==> src/rtl/stream_pkg.sv <==
// Shared types for the round-robin stream merge: data-width default, FSM states, RR pointer.
package stream_pkg;

    localparam int STREAM_DATA_W = 32;

    typedef enum logic [1:0] {
        ST_IDLE,
        ST_RUN,
        ST_DONE
    } state_e;

    typedef enum logic {
        RR_A,
        RR_B
    } rr_e;

endpackage

==> src/rtl/stream_rr_merge_if.sv <==
// AXI-stream style data/valid/ready bundle used for both merge inputs and the merged output.
interface stream_rr_merge_if
    import stream_pkg::*;
#(
    parameter int DATA_W = STREAM_DATA_W
);

    logic [DATA_W-1:0] tdata;
    logic              tvalid;
    logic              tready;

    modport master (output tdata, output tvalid, input tready);
    modport slave  (input tdata, input tvalid, output tready);

endinterface

==> src/rtl/stream_fifo2.sv <==
// Two-entry synchronous FIFO with occupancy output; caller never pushes when full or pops when empty.
module stream_fifo2
    import stream_pkg::*;
#(
    parameter int DATA_W = STREAM_DATA_W
) (
    input  logic              clk,
    input  logic              rst,
    input  logic              push,
    input  logic [DATA_W-1:0] din,
    input  logic              pop,
    output logic [DATA_W-1:0] dout,
    output logic [1:0]        count
);

    logic [DATA_W-1:0] mem [2];
    logic              wr_ptr;
    logic              rd_ptr;
    logic [1:0]        cnt_q;

    // NOTE: storage is reset too, so the head reads zero out of reset instead of X.
    always_ff @(posedge clk) begin
        if (rst) begin
            mem[0] <= '0;
            mem[1] <= '0;
            wr_ptr <= 1'b0;
            rd_ptr <= 1'b0;
            cnt_q  <= 2'd0;
        end else begin
            // NOTE: non-blocking everywhere here so every register sees pre-edge values.
            if (push) begin
                mem[wr_ptr] <= din;
                wr_ptr      <= ~wr_ptr;
            end
            if (pop) begin
                rd_ptr <= ~rd_ptr;
            end
            case ({push, pop})
                2'b10:   cnt_q <= cnt_q + 2'd1;
                2'b01:   cnt_q <= cnt_q - 2'd1;
                default: cnt_q <= cnt_q;
            endcase
        end
    end

    assign dout  = mem[rd_ptr];
    assign count = cnt_q;

endmodule

==> src/rtl/stream_rr_merge.sv <==
// Round-robin merge of two streams into one, with ap_start/ap_done control over NUM_WORDS words per run.
module stream_rr_merge
    import stream_pkg::*;
#(
    parameter int DATA_W    = STREAM_DATA_W,
    parameter int NUM_WORDS = 1024,
    parameter int CNT_W     = $clog2(NUM_WORDS + 1)
) (
    input  logic ap_clk,
    input  logic ap_rst,
    input  logic ap_start,
    output logic ap_done,
    output logic ap_idle,
    output logic ap_ready,
    stream_rr_merge_if.slave  Input_1_V,
    stream_rr_merge_if.slave  Input_2_V,
    stream_rr_merge_if.master Output_1_V
);

    localparam logic [CNT_W-1:0] WORDS      = CNT_W'(NUM_WORDS);
    localparam logic [CNT_W-1:0] WORDS_LAST = CNT_W'(NUM_WORDS - 1);

    state_e            state_q;
    state_e            state_d;
    rr_e               rr_q;
    logic [CNT_W-1:0]  acc_cnt;
    logic [CNT_W-1:0]  snd_cnt;
    logic [1:0]        fifo_count;
    logic              can_accept;
    logic              grant_a;
    logic              grant_b;
    logic              push;
    logic              pop;
    logic              last_send;
    logic              run_start;
    logic [DATA_W-1:0] push_data;

    // Admission uses only registered state, so input ready never sees the output ready.
    assign can_accept = (state_q == ST_RUN) && (acc_cnt < WORDS) && (fifo_count < 2'd2);
    assign grant_a    = can_accept && Input_1_V.tvalid && (!Input_2_V.tvalid || rr_q == RR_A);
    assign grant_b    = can_accept && Input_2_V.tvalid && (!Input_1_V.tvalid || rr_q == RR_B);

    assign Input_1_V.tready = grant_a;
    assign Input_2_V.tready = grant_b;

    assign push      = grant_a || grant_b;
    assign push_data = grant_a ? Input_1_V.tdata : Input_2_V.tdata;
    assign pop       = Output_1_V.tvalid && Output_1_V.tready;
    assign last_send = pop && (snd_cnt == WORDS_LAST);
    assign run_start = (state_q == ST_IDLE) && ap_start;

    stream_fifo2 #(
        .DATA_W (DATA_W)
    ) u_fifo (
        .clk   (ap_clk),
        .rst   (ap_rst),
        .push  (push),
        .din   (push_data),
        .pop   (pop),
        .dout  (Output_1_V.tdata),
        .count (fifo_count)
    );

    assign Output_1_V.tvalid = (fifo_count != 2'd0);

    always_ff @(posedge ap_clk) begin
        if (ap_rst) begin
            state_q <= ST_IDLE;
        end else begin
            state_q <= state_d;
        end
    end

    // NOTE: next state defaults to current state first, so no path can infer a latch.
    always_comb begin
        state_d = state_q;
        case (state_q)
            ST_IDLE: if (ap_start) state_d = ST_RUN;
            ST_RUN:  if (last_send) state_d = ST_DONE;
            ST_DONE: state_d = ST_IDLE;
            default: state_d = ST_IDLE;
        endcase
    end

    always_ff @(posedge ap_clk) begin
        if (ap_rst) begin
            acc_cnt <= '0;
            snd_cnt <= '0;
            rr_q    <= RR_A;
        end else if (run_start) begin
            acc_cnt <= '0;
            snd_cnt <= '0;
            rr_q    <= RR_A;
        end else begin
            if (push) begin
                acc_cnt <= acc_cnt + CNT_W'(1);
                rr_q    <= grant_a ? RR_B : RR_A;
            end
            if (pop) begin
                snd_cnt <= snd_cnt + CNT_W'(1);
            end
        end
    end

    assign ap_idle  = (state_q == ST_IDLE);
    assign ap_done  = (state_q == ST_DONE);
    assign ap_ready = (state_q == ST_DONE);

endmodule

==> src/flat_wrapper.sv <==
// flat-port wrapper written by rule: the top's interface ports become plain ports
module stream_rr_merge_flat import stream_pkg::*;
#(
    parameter int DATA_W    = STREAM_DATA_W,
    parameter int NUM_WORDS = 1024,
    parameter int CNT_W     = $clog2(NUM_WORDS + 1)
)
  (ap_clk, ap_rst, ap_start, ap_done, ap_idle, ap_ready, Input_1_V_tdata, Input_1_V_tvalid, Input_1_V_tready, Input_2_V_tdata, Input_2_V_tvalid, Input_2_V_tready, Output_1_V_tdata, Output_1_V_tvalid, Output_1_V_tready);
  stream_rr_merge_if #(.DATA_W(DATA_W)) Input_1_V_i ();
  stream_rr_merge_if #(.DATA_W(DATA_W)) Input_2_V_i ();
  stream_rr_merge_if #(.DATA_W(DATA_W)) Output_1_V_i ();
  input  logic ap_clk;
  input  logic ap_rst;
  input  logic ap_start;
  output logic ap_done;
  output logic ap_idle;
  output logic ap_ready;
  input wire logic [$bits(Input_1_V_i.tdata)-1:0] Input_1_V_tdata;
  input wire logic [$bits(Input_1_V_i.tvalid)-1:0] Input_1_V_tvalid;
  output wire logic [$bits(Input_1_V_i.tready)-1:0] Input_1_V_tready;
  input wire logic [$bits(Input_2_V_i.tdata)-1:0] Input_2_V_tdata;
  input wire logic [$bits(Input_2_V_i.tvalid)-1:0] Input_2_V_tvalid;
  output wire logic [$bits(Input_2_V_i.tready)-1:0] Input_2_V_tready;
  output wire logic [$bits(Output_1_V_i.tdata)-1:0] Output_1_V_tdata;
  output wire logic [$bits(Output_1_V_i.tvalid)-1:0] Output_1_V_tvalid;
  input wire logic [$bits(Output_1_V_i.tready)-1:0] Output_1_V_tready;
  assign Input_1_V_i.tdata = Input_1_V_tdata;
  assign Input_1_V_i.tvalid = Input_1_V_tvalid;
  assign Input_1_V_tready = Input_1_V_i.tready;
  assign Input_2_V_i.tdata = Input_2_V_tdata;
  assign Input_2_V_i.tvalid = Input_2_V_tvalid;
  assign Input_2_V_tready = Input_2_V_i.tready;
  assign Output_1_V_tdata = Output_1_V_i.tdata;
  assign Output_1_V_tvalid = Output_1_V_i.tvalid;
  assign Output_1_V_i.tready = Output_1_V_tready;
  stream_rr_merge #(.DATA_W(DATA_W), .NUM_WORDS(NUM_WORDS), .CNT_W(CNT_W)) u_core (.ap_clk(ap_clk), .ap_rst(ap_rst), .ap_start(ap_start), .ap_done(ap_done), .ap_idle(ap_idle), .ap_ready(ap_ready), .Input_1_V(Input_1_V_i), .Input_2_V(Input_2_V_i), .Output_1_V(Output_1_V_i));
endmodule
==> config.mk <==
export PLATFORM = sky130hd
export DESIGN_NAME = stream_rr_merge_flat
export DESIGN_NICKNAME = d
export VERILOG_FILES = /design/src/rtl/stream_pkg.sv /design/src/rtl/stream_rr_merge_if.sv /design/src/rtl/stream_fifo2.sv /design/src/rtl/stream_rr_merge.sv /design/src/flat_wrapper.sv
export SDC_FILE = /design/constraint.sdc
export NUM_CORES = 1
export LEC_CHECK = 0
export ABC_CLOCK_PERIOD_IN_PS = 5800
export BUFFER_PORTS_ARGS = -buffer_cell sky130_fd_sc_hd__clkbuf_2
export CAP_MARGIN = 10
export CORE_MARGIN = 5
export CORE_UTILIZATION = 24
export DETAILED_ROUTE_END_ITERATION = 7
export MAX_ROUTING_LAYER = met4
export SYNTH_ARGS = -nofsm -noshare
export SYNTH_HDL_FRONTEND = slang
export SYNTH_HIERARCHICAL = 1
export SYNTH_SLANG_ARGS = --single-unit
==> constraint.sdc <==
create_clock -name ap_clk -period 5.8 [get_ports ap_clk]
set_clock_uncertainty 0.1 [all_clocks]
set_input_delay 0.87 -clock ap_clk [delete_from_list [all_inputs] [get_ports ap_clk]]
set_output_delay 0.87 -clock ap_clk [all_outputs]
set_load 0.03 [all_outputs]
# --- Yosys cells after proc, flatten, opt, wreduce, memory -nomap -nowiden ---
# Memories as Yosys holds them, arrays and structs flattened. A register that Yosys moved wholly into a read port is not among the register bits.
# Cells that the tools add are included.
totals:
  n_memories: 1
  wordCells: 60
  ramBits: 64
  register_bits: 29
memory_table:
  columns: ["memory", "words", "width", "read_ports", "rd_ports_with_merged_regs", "wr", "line_no", "text"]
  rows:
  - ["u_core.u_fifo.mem", 2, 32, 1, 1, 2, "stream_fifo2.sv:16", "logic [DATA_W-1:0] mem [2];"]
op_classes:
  add_sub_neg: 4
  order_cmp: 2
  n_mux: 16
  reduce_logical: 20
  eq_ne: 7
  bitwise_logic: 3
ops:
  columns: ["cell", "count"]
  rows:
  - ["2-to-1 mux 32 bit", 2]
  - ["OR reduction 32 bit", 1]
  - ["adder 11 x 1 -> 11 bit (second input constant)", 2]
  - ["equality test 11 x 10 -> 1 bit (second input constant)", 1]
  - ["less-than comparator 11 bit (second input constant)", 1]
  - ["2-to-1 mux 1 bit", 10]
  - ["logical AND 1 bit", 9]
  - ["case mux 2 bit (2 select lines)", 2]
  - ["equality test 2 x 1 -> 1 bit (second input constant)", 2]
  - ["equality test 2 bit (second input constant)", 2]
  - ["2-to-1 mux 2 bit", 2]
  - ["nonzero test 2 bit", 2]
  - ["logical OR 1 bit", 3]
  - ["inverter 1 bit", 3]
  - ["adder 2 x 1 -> 2 bit (second input constant)", 1]
  - ["logical NOT 1 bit", 2]
  - ["logical NOT 2 bit", 1]
  - ["less-than comparator 2 bit (second input constant)", 1]
  - ["!= test 2 x 1 -> 1 bit (second input constant)", 1]
  - ["!= test 2 bit (second input constant)", 1]
  - ["AND reduction 2 bit", 1]
  - ["OR reduction 2 bit", 1]
  - ["subtractor 2 x 1 -> 2 bit (second input constant)", 1]

# --- Depth between registers and ports, before layout ---
depth:
  word_depth: 11
  depth_mapped: 9
  mapped_depth_nobuf: 7

# --- Cells and area by module ---
# The synthesis kept the hierarchy.
modules_own_cells:
  columns: ["mod", "area_each_um2", "cells_each", "instances"]
  rows:
  - ["stream_fifo2", 3000.4, 229, 1]
  - ["stream_rr_merge", 1641.6, 182, 1]

# --- Worst setup path before layout ---
# OpenSTA, ideal clock, no wires.
synth_path:
  kind: "register -> output"
  start: "register u_core.state_q[1]"
  end: "output Input_2_V_tready"
  n_path_buf: 2
  stages_incl_launch_ff: 5
  required_time_ns: 4.830
  setup_slack_ns: 2.963
  t_arrival_ns: 1.867
  path_cell_list: "dfxtp_1 > or4b_4 > buf_6 > clkbuf_1 > nor3_1"
synth_between:
  elab_chain_len: 5
synth_lines:
  columns: ["element", "line_no", "text"]
  rows:
  - ["start: declaration", "stream_rr_merge.sv:23", "state_e state_q;"]
  - ["start signal: assignment", "stream_rr_merge.sv:70", "state_q <= state_d;"]
  - ["equality test 2 x 1 -> 1 bit", "stream_rr_merge.sv:39", "assign can_accept = (state_q == ST_RUN) && (acc_cnt < WORDS) && (fifo_count < 2'd2);"]
  - ["logical AND 1 bit (2 in a row)", "stream_rr_merge.sv:39", null]
  - ["logical AND 1 bit (2 in a row)", "stream_rr_merge.sv:41", "assign grant_b = can_accept && Input_2_V.tvalid && (!Input_1_V.tvalid || rr_q == RR_B);"]
  - ["end: declaration", "flat_wrapper.sv:23", "output wire logic [$bits(Input_2_V_i.tready)-1:0] Input_2_V_tready;"]
# Every way passes these cells.

# --- Worst setup path in the final report ---
layout_path:
  start: "register u_core.state_q[0]"
  end: "output Input_1_V_tready"
layout_between:
  elab_chain_len: 5
layout_lines:
  columns: ["element", "line_no", "text"]
  rows:
  - ["equality test 2 x 1 -> 1 bit", "stream_rr_merge.sv:39", null]
  - ["logical AND 1 bit (2 in a row)", "stream_rr_merge.sv:39", null]
  - ["logical AND 1 bit (2 in a row)", "stream_rr_merge.sv:40", "assign grant_a = can_accept && Input_1_V.tvalid && (!Input_2_V.tvalid || rr_q == RR_A);"]
  - ["end: declaration", "flat_wrapper.sv:20", "output wire logic [$bits(Input_1_V_i.tready)-1:0] Input_1_V_tready;"]
# Every way passes these cells.

==> reports/metrics.cfg <==
[global_routing]
grt_most_used_layer=met2
globalRouteMet2Util=0.166
grt_overflow=0
use_met3=0.0337
use_met1=0.118
grt_pass1_vias=3317
grt_usage=0.100
antenna_found_initial=0
grt_pass1_wl_mm=17.1
grt_max_degree=52

[placed_design]
place_ws_ns=2.56
hpwlAfterDp_mm=6.92
gp_congestion=0.717
port_buffers=107

[critical_path]
cp.arrival_ns=2.58
reg2regPathDepth=5
critical-path-slowest-cell=nand3_2
rr_startpoint=u_core/state_q[0]$_SDFFE_PP0P_
crit_required_ns=4.83
crit_end=Input_1_V_tready
startpoint_type=flop
critPathMaxFanout=34
cpPeakStageDelay_ns=0.85
timing.rr.end=u_core/u_fifo/mem[1][3]$_SDFFCE_PN0P_
worstSetupPathType=reg2out
crit_start=u_core/state_q[0]$_SDFFE_PP0P_
path_cells=nor4b_1 > nand3_2 > inv_1 > clkbuf_2
rrSetupSlack_ns=2.87
setup.worst_path.end_class=primary output

[power_and_ir_drop]
pwr-share-clk=0.347
power_density_nw_per_um2=353
ir_drop_mv=0.148
p_sw_w=0.000605
seqPwrFrac=0.408
internal-power_w=0.00143
sw_frac_of_total=0.297
p_leak_nw=2.19
combPwrFrac=0.245

[route]
first_iter_violations=140
postRouteWirelength_mm=10.6
viasPerCell=4.32
detail-route-antenna-nets=0
drcViolationCount=0
vias=3327
drtPass1Iterations=4
wl_per_cell_um=13.8

[floorplanning]
start_util=0.246
boundaryPins=108
rows=50
die_x_um=149
dieArea_um2=22200
die_y_um=149
coreArea_um2=18900

[synth]
yosysWarnings=6
synth_top_family_by_area=simple AND/OR/NAND/NOR gates
synth.distinct_cells=36
synth_xor_area_frac=0.00943
synthSimpleGateAreaFrac=0.190
synthAdderAreaFrac=0.00809
syn_avg_cell_area_um2=11.3
seq_area_frac_synth=0.543
mappedNetlistNets=484
synth_cells=411
mappedNetlistArea_um2=4640
synth_compound_area_frac=0.0458
ys_seq_elements=94
synthMuxAreaShare=0.168

[sta]
fin_crit_ns=3.55
finalMaxSlewViolations=0
fin_crit_sh=0.613
slew_headroom=0.378
hold_violations=0
tightest_slew_ns=0.933
fin_setup_tns_ns=0
fmax_mhz=281
layout_setup_ws_ns=2.25
finalSetupViolations=0
rsz0062_at_grt=no

[clocking]
cts_tree=done
clk_path_buf_depth=2
clk_pin_slew_ns=0.06
cts-hold-fix-buffers=0
h-tree-depth=3
cts_setup_buffers=0
root_buffer=clkbuf_16
cts_buffers=9
clkSinkCount=94
ctsResizeCount=0
clk_latency_ns=0.34

[cells_and_area]
post_route_cells_drive_above_1_share=0.389
final_nets=579
utilization=0.305
area_delta_synth_final_pct=24.3
n_antenna_cell=0

[hold_path]
hold_path_class=reg2reg

[run]
cap_violations=0

[status]
outcome=finished clean

==> flip-flops by register name, summed over array words and instances (netlist names), named ones only <==
name	flops
u_core/u_fifo/mem	64
u_core/snd_cnt	11
u_core/u_fifo/rd_ptr	1
u_core/rr_q	1
u_core/u_fifo/wr_ptr	1
u_core/state_q	2
u_core/acc_cnt	11
u_core/u_fifo/count	2
==> cells in the mapped netlist <==
library cell	number	area (um^2)
ha_1	3	37.5
buf_4	4	30.0
o21ai_1	1	5.00
nand3_1	8	40.0
clkbuf_1	14	52.6
or4b_4	1	13.8
nor2b_1	2	12.5
nor2_1	74	278
a21oi_1	18	90.1
or2_2	1	6.26
xnor2_1	2	17.5
and3_1	1	6.26
mux2_1	2	22.5
nor4_1	5	31.3
buf_2	6	30.0
or3b_2	6	52.6
nand3b_1	6	45.0
edfxtp_1	64	1920
inv_1	9	33.8
o21ai_0	7	35.0
nor3_1	1	5.00
buf_6	1	11.3
and2b_1	1	7.51
mux2i_1	6	60.1
o211ai_1	2	15.0
dfxtp_1	30	601
xor2_1	3	26.3
mux2_2	62	698
nand2_1	5	18.8
nand4_1	5	31.3
or4_1	10	75.1
clkbuf_2	1	5.00
o31ai_1	9	67.6
nor4b_1	1	8.76
nand2b_1	36	225
or3_1	4	25.0
==> cell type report <==
| type | instances | area, um^2 |
|---|---|---|
| tap | 260 | 325 |
| inverter | 9 | 33.8 |
| clock buffer | 9 | 225 |
| fill | 1988 | 13100 |
| sequential | 94 | 2520 |
| timing repair buffer | 110 | 558 |
| multi-input combinational | 282 | 1970 |
| clock inverter | 7 | 136 |
==> critical path, delay by kind of cell (launching register included) <==
family	cells	cell delay (ns)
AND/OR/NAND/NOR	2	1.40
flip-flops	1	0.41
buffers and inverters	2	0.43
==> layout by cell type, fill, tap and decap left out, types with 10 or more instances in the layout <==
master,n
edfxtp_1,64
a21oi_1,18
dfxtp_1,29
clkbuf_2,107
nand2b_1,34
nor2_1,74
or4_1,10
mux2_2,62
==> worst min path at each step <==
stage          cells after the start                                 to  slack (ns)                               from
3_5_place_dp                       2  u_core/u_fifo/wr_ptr$_SDFFE_PP0P_        0.36  u_core/u_fifo/wr_ptr$_SDFFE_PP0P_
4_1_cts                            2  u_core/u_fifo/wr_ptr$_SDFFE_PP0P_        0.37  u_core/u_fifo/wr_ptr$_SDFFE_PP0P_
6_report                           2  u_core/u_fifo/wr_ptr$_SDFFE_PP0P_        0.37  u_core/u_fifo/wr_ptr$_SDFFE_PP0P_
3_3_place_gp                       2  u_core/u_fifo/wr_ptr$_SDFFE_PP0P_        0.35  u_core/u_fifo/wr_ptr$_SDFFE_PP0P_
2_1_floorplan                      2    u_core/acc_cnt[10]$_SDFFE_PP0P_        0.34    u_core/acc_cnt[10]$_SDFFE_PP0P_
5_1_grt                            2    u_core/acc_cnt[10]$_SDFFE_PP0P_        0.39    u_core/acc_cnt[10]$_SDFFE_PP0P_
==> kinds of logic after synthesis <==
| logic type | Yosys count |
|---|---|
| AOI/OAI and AO/OA | 37 |
| xor gates and xnor gates | 5 |
| adders and majority gates | 3 |
| buffers and inverters | 35 |
| DFF | 94 |
| muxes | 70 |
| and+or+nand+nor | 167 |
==> power by group through the flow <==
stage / sequential [W] / combinational [W] / clock, W
floorplan: 0.000806 / 0.000401 / 0
global placement: 0.000848 / 0.000506 / 0
detailed placement: 0.000850 / 0.000507 / 0
CTS: 0.000835 / 0.000510 / 0.000731
global route: 0.000841 / 0.000540 / 0.000756
finish: 0.000832 / 0.000499 / 0.000708
==> through the flow <==
stage / total power [W] / std cells / area [um^2] / hold slack, ns
floorplan: 0.00121 / 411 / 4640 / 0.339
global placement: 0.00135 / 755 / 5410 / 0.353
detailed placement: 0.00136 / 755 / 5410 / 0.359
CTS: 0.00208 / 771 / 5770 / 0.368
global route: 0.00214 / 771 / 5770 / 0.387
finish: 0.00204 / 771 / 5770 / 0.366
==> routing by layer <==
layer  vias to the layer above  routed length, um
met1                      1587               4650
met3                         7                633
met4                         0                 89
met2                        74               5240
li1                       1659                  -
met5                         -                  0
No activity file was read; power rests on OpenSTA's default activity.
